$ cat src/rtl/duty_cycle_pkg.sv
// Shared types and default settings for the duty-cycle sequencer.
package duty_cycle_pkg;

  localparam int unsigned DFLT_CNT_W  = 8;
  localparam int unsigned DFLT_PERIOD = 10;
  localparam int unsigned DFLT_HIGH   = 7;

  typedef enum logic [1:0] {
    IDLE  = 2'd0,
    RUN   = 2'd1,
    DRAIN = 2'd2
  } state_e;

  typedef struct packed {
    logic [DFLT_CNT_W-1:0] period;
    logic [DFLT_CNT_W-1:0] high;
  } cfg_t;

endpackage

$ cat src/rtl/duty_cycle_counter.sv
// Period position counter: wraps at i_period-1, cleared to zero while i_clear is high.
module duty_cycle_counter
  import duty_cycle_pkg::*;
#(
  parameter int unsigned CNT_W = DFLT_CNT_W
) (
  input  logic             i_clk,
  input  logic             i_rst_n,
  input  logic             i_clear,
  input  logic [CNT_W-1:0] i_period,
  output logic [CNT_W-1:0] o_cnt_nxt,
  output logic             o_last
);

  logic [CNT_W-1:0] r_cnt;
  logic [CNT_W-1:0] w_cnt_nxt;

  assign o_last = (r_cnt == i_period - CNT_W'(1));

  always_comb begin
    w_cnt_nxt = r_cnt + CNT_W'(1);
    if (i_clear || o_last) w_cnt_nxt = '0;
  end

  assign o_cnt_nxt = w_cnt_nxt;

  always_ff @(posedge i_clk or negedge i_rst_n) begin
    if (!i_rst_n) r_cnt <= '0;
    else          r_cnt <= w_cnt_nxt;
  end

endmodule

$ cat src/rtl/duty_cycle_sequencer.sv
// Duty-cycle waveform sequencer: glitch-free start/stop, configs applied only at period boundaries.
module duty_cycle_sequencer
  import duty_cycle_pkg::*;
#(
  parameter int unsigned CNT_W      = DFLT_CNT_W,
  parameter int unsigned DEF_PERIOD = DFLT_PERIOD,
  parameter int unsigned DEF_HIGH   = DFLT_HIGH
) (
  input  logic             clock,
  input  logic             reset_n,
  input  logic             enable,
  input  logic             cfg_valid,
  output logic             cfg_ready,
  input  logic [CNT_W-1:0] cfg_period,
  input  logic [CNT_W-1:0] cfg_high,
  output logic             cfg_err,
  output logic             wave_out,
  output logic             period_start,
  output logic             busy
);

  typedef struct packed {
    logic [CNT_W-1:0] period;
    logic [CNT_W-1:0] high;
  } act_cfg_t;

  state_e           r_state, w_state_nxt;
  act_cfg_t         r_act, w_act_nxt;
  act_cfg_t         r_pend, w_pend_nxt;
  logic             r_pend_vld, w_pend_vld_nxt;
  logic             w_accept, w_cfg_ok, w_last;
  logic [CNT_W-1:0] w_cnt_nxt;
  logic             r_wave, r_pstart, r_busy, r_err, r_ready;

  duty_cycle_counter #(.CNT_W(CNT_W)) u_counter (
    .i_clk     (clock),
    .i_rst_n   (reset_n),
    .i_clear   (r_state == IDLE),
    .i_period  (r_act.period),
    .o_cnt_nxt (w_cnt_nxt),
    .o_last    (w_last)
  );

  assign w_accept = cfg_valid && r_ready;
  assign w_cfg_ok = (cfg_period >= CNT_W'(2)) && (cfg_high <= cfg_period);

  always_comb begin
    w_state_nxt    = r_state;
    w_act_nxt      = r_act;
    w_pend_nxt     = r_pend;
    w_pend_vld_nxt = r_pend_vld;
    case (r_state)
      IDLE: begin
        if (w_accept && w_cfg_ok) w_act_nxt = '{period: cfg_period, high: cfg_high};
        if (enable) w_state_nxt = RUN;
      end
      RUN, DRAIN: begin
        if (r_state == RUN) begin
          if (!enable) w_state_nxt = DRAIN;
        end else if (enable) begin
          w_state_nxt = RUN;
        end else if (w_last) begin
          w_state_nxt = IDLE;
        end
        if (w_accept && w_cfg_ok) begin
          w_pend_nxt     = '{period: cfg_period, high: cfg_high};
          w_pend_vld_nxt = 1'b1;
        end
        // Boundary applies only what was pending before this cycle; a config taken
        // in the boundary cycle waits, unless we are dropping to IDLE.
        if ((w_last && r_pend_vld) || (w_state_nxt == IDLE && w_pend_vld_nxt)) begin
          w_act_nxt      = r_pend_vld ? r_pend : w_pend_nxt;
          w_pend_vld_nxt = 1'b0;
        end
      end
      default: w_state_nxt = IDLE;
    endcase
  end

  always_ff @(posedge clock or negedge reset_n) begin
    if (!reset_n) begin
      r_state    <= IDLE;
      r_act      <= '{period: CNT_W'(DEF_PERIOD), high: CNT_W'(DEF_HIGH)};
      r_pend     <= '0;
      r_pend_vld <= 1'b0;
      r_wave     <= 1'b0;
      r_pstart   <= 1'b0;
      r_busy     <= 1'b0;
      r_err      <= 1'b0;
      r_ready    <= 1'b1;
    end else begin
      r_state    <= w_state_nxt;
      r_act      <= w_act_nxt;
      r_pend     <= w_pend_nxt;
      r_pend_vld <= w_pend_vld_nxt;
      r_wave     <= (w_state_nxt != IDLE) &&
                    (w_cnt_nxt >= w_act_nxt.period - w_act_nxt.high);
      r_pstart   <= (w_state_nxt != IDLE) && (w_cnt_nxt == '0);
      r_busy     <= (w_state_nxt != IDLE);
      r_err      <= w_accept && !w_cfg_ok;
      r_ready    <= !w_pend_vld_nxt;
    end
  end

  assign wave_out     = r_wave;
  assign period_start = r_pstart;
  assign busy         = r_busy;
  assign cfg_err      = r_err;
  assign cfg_ready    = r_ready;

endmodule

$ cat config.mk
export PLATFORM = sky130hd
export DESIGN_NAME = duty_cycle_sequencer
export DESIGN_NICKNAME = d
export VERILOG_FILES = /design/src/rtl/duty_cycle_pkg.sv /design/src/rtl/duty_cycle_counter.sv /design/src/rtl/duty_cycle_sequencer.sv
export SDC_FILE = /design/constraint.sdc
export NUM_CORES = 1
export LEC_CHECK = 0
export CAP_MARGIN = 20
export CORE_MARGIN = 2
export CORE_UTILIZATION = 35
export DETAILED_ROUTE_END_ITERATION = 7
export GPL_TIMING_DRIVEN = 0
export SLEW_MARGIN = 20
export SYNTH_ARGS = -nofsm -noshare
export SYNTH_HDL_FRONTEND = slang
export SYNTH_HIERARCHICAL = 1
export SYNTH_SLANG_ARGS = --single-unit
$ cat constraint.sdc
create_clock -name clock -period 4.9 [get_ports clock]
set_input_delay 0.98 -clock clock [delete_from_list [all_inputs] [get_ports clock]]
set_output_delay 0.98 -clock clock [all_outputs]
set_load 0.01 [all_outputs]
After elaboration in Yosys (flattened, before gate mapping)
Index checks and enable logic that the tools add are counted.
{ "totals": {"inputBits": 20, "ff_bits": 48, "output_inout_bits": 5, "elab_cells": 55} }
{ "classes": {"n_addsub": 3, "n_lt_le_gt_ge": 3, "muxes": 17, "n_reduce_logical": 17, "eq_ne": 3} }
{ "op_table": {"columns": ["op", "n"], "rows": [
  ["16-bit two-way mux", 4],
  ["16-bit one-hot mux with 2 select lines", 1],
  ["2-bit two-way mux", 6],
  ["8-bit by 1-bit adder with 8-bit output, second input constant", 1],
  ["8-bit equality test", 1],
  ["8-bit by 2-bit greater-or-equal comparator with 1-bit output, second input constant", 1],
  ["8-bit greater-or-equal comparator", 1],
  ["8-bit <= comparator", 1],
  ["1-bit logical AND", 8],
  ["8-bit zero test", 1],
  ["8-bit two-way mux", 1],
  ["8-bit by 1-bit subtractor with 8-bit output, second input constant", 1],
  ["8-bit subtractor", 1],
  ["2-bit zero test", 2],
  ["1-bit two-way mux", 4],
  ["2-bit one-hot mux with 2 select lines", 1],
  ["2-bit by 1-bit equality test with 1-bit output, second input constant", 1],
  ["2-bit equality test, second input constant", 1],
  ["1-bit zero test", 2],
  ["1-bit logical OR", 2],
  ["2-bit nonzero test", 1],
  ["2-bit OR reduction", 1]
]} }

Logic depth before layout (Yosys ltp)
{ "depth": {"depth_word": 14, "ltp_mapped": 26, "mapped_depth_nobuf": 24} }

Cells and area by module
The synthesis kept the hierarchy.
{ "modules_own_cells": {"columns": ["mod", "area_per_inst_um2", "seq_area_each_um2", "cells_each", "n_inst"], "rows": [
  ["duty_cycle_sequencer", 2912.8, 1008.5, 297, 1],
  ["duty_cycle_counter", 635.6, 200.2, 65, 1]
]} }

Least setup slack after synthesis
OpenSTA, ideal clock, no wires.
{ "synth_path": {"path_type": "register -> register", "startpoint": "register r_act[8] in the netlist's numbering", "endpoint": "register r_wave, in the netlist wave_out", "arrival_time_ps": 5095, "setup_ps": 129, "period_less_slack_ps": 5225, "stages_incl_launch_ff": 22, "required_time_ps": 4771, "path_slack_ps": -325, "cell_sequence": "dfrtp_1 or4_4 nor4_1 a311oi_2 a221oi_4 a32o_1 inv_1 o41ai_2 buf_2 clkbuf_1 o21ai_0 o21ai_0 ha_1 fa_1 ha_1 a21o_1 a21o_1 a21o_1 a21oi_1 nor2b_1 o21ai_0 a211oi_1"} }
{ "synth_rtl": {"columns": ["element", "line_no", "rtl"], "rows": [
  ["from (decl)", "duty_cycle_sequencer.sv:28", "act_cfg_t r_act, w_act_nxt;"],
  ["from (signal assigned)", "duty_cycle_sequencer.sv:83", "r_act <= '{period: CNT_W'(DEF_PERIOD), high: CNT_W'(DEF_HIGH)};"],
  ["from (signal assigned)", "duty_cycle_sequencer.sv:93", "r_act <= w_act_nxt;"],
  ["to (signal assigned)", "duty_cycle_sequencer.sv:96", "r_wave <= (w_state_nxt != IDLE) &&"],
  ["to (decl)", "duty_cycle_sequencer.sv:33", "logic r_wave, r_pstart, r_busy, r_err, r_ready;"]
]} }

==> reports/results.tsv <==
metric	value	unit
PD cells	747	nW/um^2
worst path bufs/invs	2	
met3 wire len	238	um
simple-gate portion of the synthesized area	0.140	
Max IR drop VDD	0.239	mV
cts bufs inserted	5	
setup ws final	-0.0615	ns
vias in the first global route	3001	
Syn Inst Count	362	
Top Layer Used	met4	
placed instance area	3990	um^2
Vias	2983	
combinational family with the most area after synthesis	compound AO/OA/AOI/OAI gates	
Synth Area in XOR/XNOR	0.0518	
Rows	36	
count leader, synth	dfrtp_1	
wire per inst	15.7	um
net count after synthesis	411	
Num Clock Sinks	48	
CTS Root Cell	clkbuf_8	
DP Cell Count	519	
first-pass GRT wire length	14700	um
Layout Nets	473	
Syn Area/Cell	9.80	um^2
top cell type's share of synthesized area	0.296	
total global-route track usage	0.163	
DIE WIDTH	105	um
count of unique library cells instantiated by Yosys	65	
share of flip-flops with an asynchronous set or reset	1.00	
unrepaired setup endpoints after global routing	yes	
Tot Pwr	3.37	mW
Detail Placement HPWL	6290	um
Internal	1.91	mW
Iter 0 DRT Violations	137	
CTS tree	built	
crit share post-route	1.01	
area growth from synthesis to layout	27.2	%
Fin. Hold Viols	0	
Die H	105	um
Clock power frac	0.085	
Worst setup SP type	register	
worst-path cell chain	or4_4 -> nor4b_4 -> o211ai_1 -> a221oi_4 -> a32o_2 -> inv_2 -> o41ai_4 -> buf_6 -> nor2_4 -> a211oi_2 -> a221o_1 -> ha_1 -> nor2b_1 -> o21ai_2 -> a21oi_2 -> o21a_1 -> nor2_2 -> o21ai_1 -> xnor2_1 -> xnor2_1 -> ha_2 -> nor2_2 -> a211oi_2	
Switching Fraction	0.435	
largest net degree at the start of global routing	49	
Max Cap Viol	0	
Seq cells post-synth	48	
CTS max path bufs	2	
Crit Path Class	reg2reg	
share of layout cells above drive strength 1	0.313	
Post-synth top flop	dfrtp_1	
Hold Buf Count CTS	0	
Max stage delay cell, worst path	or4_4	
Final Non-Filler Cells	558	
Seq pwr share	0.214	
Logic pwr share	0.701	
worst min-delay path category	reg2reg	
IO Pins	25	
Adder-Cell Fraction of Synth Area	0.104	
worst slack, placed	-1.04	ns
grt total ovfl	0	
clock skew	0.00862	ns
M1 WL	4110	um
met2 WL	4290	um
worst-path fanout max	6	
post-synthesis compound-gate area fraction	0.224	
crit-path leading delay family	compound AO/OA/AOI/OAI gates	
crit-path max cell delay	0.58	ns
fin area	4510	um^2
Reg clk slew, reported paths	0.09	ns
min cycle time layout	4.96	ns
NetSw	1.47	mW
initial antenna violation count	0	
EDFF count, synth	0	
Lkg Pwr	1.95	nW
routed wire length	8770	um
Seq/Total Area, Yosys	0.341	
largest area contributor in the netlist	dfrtp_1	
yosys warns	6	
filler cell count	997	
Clock Latency Late Sink	0.30	ns
TritonRoute pass-1 iters	5	
Final setup viols	1	
Commonest cells post-synth	dfrtp_1 (42), inv_1 (31), ha_1 (28), o21ai_0 (23), nor2_1 (19)	
vias per std cell	5.35	
PortBufs	24	
endpoint class of the critical path	register	
H-tree levels	2	
WP data required	5.09	ns
Die ar.	11000	um^2
DRC violations left	0	
synthesized area	3550	um^2
fmax	202	MHz
RePlAce Congestion	0.776	
core box area	9820	um^2
mux contribution to synthesized area	0.0871	
failing checks	setup timing	
Worst-Margin Slew	0.608	ns
max-slew violations	0	
Slew HR	0.595	
final hold slack	0.508	ns
starting density of the core	0.361	
outcome	finished, violations left	
WP data arrival	5.15	ns
Synth area leaders	dfrtp_1 (30%), ha_1 (9.9%), mux2_2 (4.8%)	
Final ANT Viol Nets	0	
ant diodes	0	
## per-stage QoR
step | util | setup TNS (ns)
after global routing | 0.460 | -0.344
after floorplan | - | 0
after CTS | 0.449 | -0.186
final | 0.460 | -0.0615
after detailed placement | 0.406 | -1.04
after global placement | 0.406 | -1.09
## power groups by stage
| stage | combinational (mW) | sequential, mW | clock [mW] |
|---|---|---|---|
| floorplan | 1.55 | 0.692 | 0 |
| global placement | 1.89 | 0.730 | 0 |
| detailed placement | 1.94 | 0.733 | 0 |
| CTS | 2.21 | 0.720 | 0.293 |
| global route | 2.66 | 0.749 | 0.308 |
| finish | 2.36 | 0.723 | 0.286 |
## layout by cell type (no fill, tap or decap), drive strengths merged, types with 3 or more instances in the layout
cell type	instances
xnor2	8
nand2b	4
nor2b	4
nand4	4
nor2	20
nor3b	3
nor3	10
nand3	8
a22o	13
a22oi	5
a21o	5
dfstp	6
a221oi	5
inv	31
a211oi	11
dfrtp	42
nand2	17
dlygate4sd2	4
ha	28
o21ai	23
nor4	5
clkdlybuf4s50	7
xor2	13
a221o	4
and3	3
a21oi	9
mux2i	14
clkbuf	22
mux2	15
buf	43
## what timing repair did
item	4_1_cts	5_1_grt
pin swaps	21	32
buffers inserted	22	9
hold endpoints to repair	0	0
gates resized for setup	52	42
setup endpoints to repair	1	1
## cells by family (layout without fill, tap and decap cells)
family	count (synthesis)	after routing
multiplexers	29	29
adder cells (fa/ha/maj)	29	29
AO/OA/AOI/OAI	99	99
XOR/XNOR	21	21
AND/OR/NAND/NOR	89	89
flip-flops	48	48
buffers and inverters	47	110
## state kept, by name, indices dropped and copies added, names as in the netlist
register / count
period_start: 1
r_pend_vld: 1
r_pend: 16
wave_out: 1
busy: 1
cfg_err: 1
r_act: 16
u_counter/r_cnt: 8
cfg_ready: 1
r_state: 2
## final cells by class
class	instances	area, um^2	share of cell area
multi-input cells	267	2390	0.529
flip-flops and latches	48	1210	0.268
repair buffers	55	415	0.0920
well taps	133	166	0.0369
inverters	31	116	0.0258
plain buffers	16	108	0.0238
clock buffers	6	72.6	0.0161
clock inverters	2	35.0	0.00776
## worst paths after layout
kind	endpoint	from	depth (start not counted)	slack, ns
worst min register to register	r_pend[7]	r_pend[7]	1	0.51
min in group asynchronous	r_act[3]	reset_n	1	0.69
worst min-delay path	r_pend[7]	r_pend[7]	1	0.51
worst max-delay path	wave_out	r_act[8]	23	-0.06
worst max register to register	wave_out	r_act[8]	23	-0.06
max in group asynchronous	r_act[10]	reset_n	1	3.77
## per-layer routing
metal | track usage | vias up
met1 | 0.219 | 1462
met4 | 0.0419 | 0
met2 | 0.276 | 47
li1 | - | 1462
met5 | 0 | -
met3 | 0.0237 | 12
## worst reg2reg max path: cells and delay by family, from the launching register on
family	cells	cell delay (ns)
AOI/OAI and AO/OA	11	2.02
DFF	1	0.44
buffers and inverters	2	0.25
xor gates and xnor gates	2	0.35
and+or+nand+nor	6	1.26
adders and majority gates	2	0.56
Note: power is estimated with default switching activity, not from simulation.
